[config.mk]
export PLATFORM = sky130hd
export DESIGN_NAME = param_uni_shift
export DESIGN_NICKNAME = d
export VERILOG_FILES = /design/src/rtl/param_uni_shift.sv
export SDC_FILE = /design/constraint.sdc
export NUM_CORES = 1
export LEC_CHECK = 0
export ABC_AREA = 1
export ABC_CLOCK_PERIOD_IN_PS = 2100
export BUFFER_PORTS_ARGS = -buffer_cell sky130_fd_sc_hd__clkbuf_2
export CAP_MARGIN = 20
export CELL_PAD_IN_SITES_DETAIL_PLACEMENT = 1
export CELL_PAD_IN_SITES_GLOBAL_PLACEMENT = 2
export CORE_ASPECT_RATIO = 0.8
export CORE_MARGIN = 3
export CORE_UTILIZATION = 30
export DETAILED_ROUTE_END_ITERATION = 12
export PLACE_DENSITY = 0.92
export SYNTH_ARGS = -nofsm -noshare
export SYNTH_HDL_FRONTEND = slang
export SYNTH_SLANG_ARGS = --single-unit
[constraint.sdc]
create_clock -name clk -period 2.1 [get_ports clk]
set_input_delay 0.21 -clock clk [delete_from_list [all_inputs] [get_ports clk]]
set_output_delay 0.21 -clock clk [all_outputs]
set_load 0.005 [all_outputs]
[src/rtl/param_uni_shift.sv]
// Parameterised universal shift register with single-step and counted multi-step operation.
// A small IDLE/RUN/DONE controller repeats a latched operation for a programmable number of edges.
module param_uni_shift #(
  parameter int WIDTH = 8,
  localparam int CW = $clog2(WIDTH) + 1
) (
  input  logic             clk,
  input  logic             clear,
  input  logic [WIDTH-1:0] in,
  input  logic             serial_in_right,
  input  logic             serial_in_left,
  input  logic [2:0]       select,
  input  logic             en,
  input  logic             start,
  input  logic [CW-1:0]    count,
  output logic [WIDTH-1:0] out,
  output logic             serial_out_right,
  output logic             serial_out_left,
  output logic             busy,
  output logic             done
);

  typedef enum logic [1:0] {
    IDLE = 2'd0,
    RUN  = 2'd1,
    DONE = 2'd2
  } state_t;

  typedef enum logic [2:0] {
    OP_HOLD = 3'b000,
    OP_SHR  = 3'b001,
    OP_SHL  = 3'b010,
    OP_LOAD = 3'b011,
    OP_ROTR = 3'b100,
    OP_ROTL = 3'b101,
    OP_ASR  = 3'b110,
    OP_RSVD = 3'b111
  } op_t;

  state_t           state_q, state_d;
  op_t              op_q, op_d;
  logic [CW-1:0]    rem_q, rem_d;
  logic [WIDTH-1:0] out_q, out_d;
  logic             busy_q, done_q;

  // One shift-register step; serial inputs and parallel data are whatever is live this edge.
  function automatic logic [WIDTH-1:0] apply_op(
    input op_t              op,
    input logic [WIDTH-1:0] cur,
    input logic [WIDTH-1:0] d,
    input logic             sir,
    input logic             sil
  );
    logic [WIDTH-1:0] r;
    r = cur;
    case (op)
      OP_SHR:  r = {sir, cur[WIDTH-1:1]};
      OP_SHL:  r = {cur[WIDTH-2:0], sil};
      OP_LOAD: r = d;
      OP_ROTR: r = {cur[0], cur[WIDTH-1:1]};
      OP_ROTL: r = {cur[WIDTH-2:0], cur[WIDTH-1]};
      OP_ASR:  r = {cur[WIDTH-1], cur[WIDTH-1:1]};
      default: r = cur;
    endcase
    return r;
  endfunction

  always_comb begin
    // NOTE: every variable gets a default first so no path through the case can infer a latch.
    state_d = state_q;
    op_d    = op_q;
    rem_d   = rem_q;
    out_d   = out_q;
    case (state_q)
      IDLE: begin
        if (start) begin
          op_d    = op_t'(select);
          rem_d   = count;
          state_d = (count == '0) ? DONE : RUN;
        end else if (en) begin
          out_d = apply_op(op_t'(select), out_q, in, serial_in_right, serial_in_left);
        end
      end
      RUN: begin
        out_d = apply_op(op_q, out_q, in, serial_in_right, serial_in_left);
        rem_d = rem_q - CW'(1);
        if (rem_q == CW'(1)) state_d = DONE;
      end
      DONE: begin
        state_d = IDLE;
      end
      default: begin
        state_d = IDLE;
      end
    endcase
  end

  // NOTE: sequential state uses non-blocking assignments so every flop samples pre-edge values.
  always_ff @(posedge clk or negedge clear) begin
    if (!clear) begin
      state_q <= IDLE;
      op_q    <= OP_HOLD;
      rem_q   <= '0;
      out_q   <= '0;
      busy_q  <= 1'b0;
      done_q  <= 1'b0;
    end else begin
      state_q <= state_d;
      op_q    <= op_d;
      rem_q   <= rem_d;
      out_q   <= out_d;
      busy_q  <= (state_d == RUN);
      done_q  <= (state_d == DONE);
    end
  end

  assign out              = out_q;
  assign serial_out_right = out_q[0];
  assign serial_out_left  = out_q[WIDTH-1];
  assign busy             = busy_q;
  assign done             = done_q;

endmodule

==> flow_summary.ini <==
[cts]
path_clk_slew_ns = 0.09
cts_tree = done
insertion_delay_ns = 0.27
numCtsBuffers = 3
cts.path.max_buffers = 2
clock_sinks = 19
htree_levels = 1
cts_root_buffer = clkbuf_8
cts_resized = 0

[detailed_routing]
dr.pass1.iters = 5
via_count = 1557
ant_nets = 0
wl_per_cell_um = 14.6
drt-initial-drc-count = 70
drc = 0
routed_via_density = 4.97
wl_um = 4570

[final_layout]
multi_input_area_um2 = 826
nets = 280
layout.cells.non_filler = 313
fill_cells = 608
most-common-layout-cells = nand2_1 (65), clkbuf_2 (32), nor2_1 (28), a21oi_1 (27), inv_1 (23)
regArea_um2 = 475
drive_above_1_share_pct = 21.1
final_common_cell = nand2_1
antenna_cells = 0
stdcell_area_um2 = 1700
utilization_pct = 38.5
syn_to_final_growth_pct = 17.0

[global_route]
grt_first_pass_wirelength_um = 7510
grt_pass1_vias = 1559
track_usage_pct = 16.7
antenna_found_initial = 0
grt_max_degree = 20
overflow = 0

[outcome]
status = finished, final reports clean

[place]
hpwl_um = 3590
place.gp.congestion = 0.812
place_inst = 308
detailedPlace.worstSlack_ns = 0.574
dpl-instance-area_um2 = 1640
io_buffers = 32

[timing]
fin_crit_sh_pct = 72.7
period_needed_ns = 1.53
hold_viol = 0
worst_slack_ns = 0.573
timing.fmax_mhz = 655
skew_ns = 0.0107
rsz0062_at_grt = no
drv_slew = 0
final.setup.tns_ns = 0
setup_viol = 0
worst_pin_slew_ns = 0.540
worst_hold_slack_ns = 0.220
relSlewSlack_pct = 64.0

[critical_path]
ff2ff_path_depth = 8
required_ns = 2.31
critPathLaunchType = flop
crit_path_end_kind = flop
arrival_ns = 1.74
path_class = reg -> reg
r2r_slack_ns = 0.57
crit_fanout = 14
r2r_start = state_q[0]$_DFF_PN0_
r2r_end = out[0]$_DFFE_PN0P_

[yosys]
muxShareOfSynthArea_pct = 0
synth_nets = 248
syn_area_per_cell_um2 = 6.46
synth_top_area_share_pct = 32.7
synthesis.instances = 225
synth-simple-area-share_pct = 35.6
synth-xor-area-share_pct = 1.20
synth_compound_area_share_pct = 18.2
yosysTopAreaCell = dfrtp_1
synth_area_leaders = dfrtp_1 (33%), nand2_1 (17%), a21oi_1 (9.3%), nor2_1 (7.2%), inv_1 (5.9%)
synth_top_family_by_area = simple AND/OR/NAND/NOR gates
ys_ff_latch = 19
synth_cell_types = 26
yosys_warnings = 0
syn-cell-area_um2 = 1450
ys_seq_area_share_pct = 32.7
synth_fa_ha_area_share_pct = 1.72

[worst_hold_path]
worstHoldPathType = in -> reg
hold_end = rem_q[1]$_DFFE_PN0P_
hold_depth = 3
min_from = count[1]

[power]
p_sw_mw = 1.22
p_int_mw = 1.14
p_clk_share_pct = 11.6
pwr-share-comb_pct = 56.4
total_power_mw = 2.36
cellPowerDensity_nw_per_um2 = 1390
peakVddDrop_mv = 0.446
pwr-share-seq_pct = 32.0
p_sw_share_pct = 51.8
p_leak_nw = 0.925

[die]
start_util_pct = 32.9
io_pins = 33
core-area_um2 = 4410
rows = 21
dieArea_um2 = 5720
die_y_um = 68.3
die_x_um = 83.8

[job]
maxCapViolCount = 0
cell families (layout without fill, tap and decap cells):
family	Yosys count	after routing
compound gates	47	47
xor+xnor	2	2
fa+ha+maj	2	2
buf+inv	35	66
flops	19	19
simple gates	120	120
final cells by class:
cell class | count | share of cell area, %
Clock buffer | 3 | 2.43
Clock inverter | 1 | 0.294
Inverter | 29 | 6.55
Multi-Input combinational cell | 171 | 48.6
Sequential cell | 19 | 28.0
Tap cell | 57 | 4.19
Timing Repair Buffer | 33 | 10.0
routing by layer:
layer	share of wire, %	global-route usage, %	vias up
met4	0.52	3.01	0
met5	0	0	-
li1	-	-	784
met2	45	29.0	31
met3	4.8	3.13	2
met1	50	22.1	740
power by group through the flow:
stage / combinational [mW] / sequential, mW / clock [mW]
6_report: 1.33 / 0.754 / 0.272
2_1_floorplan: 0.995 / 0.702 / 0
5_1_grt: 1.54 / 0.786 / 0.293
3_5_place_dp: 1.34 / 0.762 / 0
4_1_cts: 1.35 / 0.754 / 0.282
3_3_place_gp: 1.31 / 0.744 / 0
critical path, stage by stage (launching register included):
cell and delay [ns]:
dfrtp_1 0.45, inv_2 0.07, nor2_4 0.29, o21ai_2 0.13, nor2_2 0.14, nor2_4 0.09, inv_2 0.13, nand2_1 0.09
nand2_1 0.08
state kept, by name, summed over array words and instances (netlist names):
register	cells
rem_q	4
out	8
done	1
state_q	2
busy	1
op_q	3
cells in the mapped netlist:
cell / count
nor2_4: 3
o221ai_1: 2
ha_1: 2
o21ai_1: 1
nand3_1: 16
inv_2: 5
o21bai_1: 1
nor2_2: 3
o21ai_2: 2
xor2_1: 2
nand4_1: 1
dfrtp_1: 19
a32o_1: 2
o22ai_1: 2
buf_6: 1
o21ai_0: 10
a21oi_1: 27
nand2_2: 3
nand2_1: 65
nor2_1: 28
inv_4: 1
buf_2: 2
clkbuf_2: 1
nand2_4: 1
buf_4: 2
inv_1: 23
how the worst max path moves through the flow:
stage / from / end / slack, ns
after floorplan: state_q[1]$_DFF_PN0_ / out[0]$_DFFE_PN0P_ / 0.87
after CTS: state_q[0]$_DFF_PN0_ / out[0]$_DFFE_PN0P_ / 0.55
after global routing: state_q[0]$_DFF_PN0_ / out[7]$_DFFE_PN0P_ / 0.41
after detailed placement: state_q[0]$_DFF_PN0_ / out[0]$_DFFE_PN0P_ / 0.57
after global placement: op_q[2]$_DFFE_PN0P_ / out[7]$_DFFE_PN0P_ / 0.65
final: state_q[0]$_DFF_PN0_ / out[0]$_DFFE_PN0P_ / 0.57
repair_timing:
| item | in CTS | in global routing |
|---|---|---|
| setup endpoints to repair | 0 | 0 |
| hold buffers | 1 | 0 |
| hold endpoints to repair | 19 | 0 |
| buffers inserted | 0 | 0 |
Power figures use the tool's default switching activity.
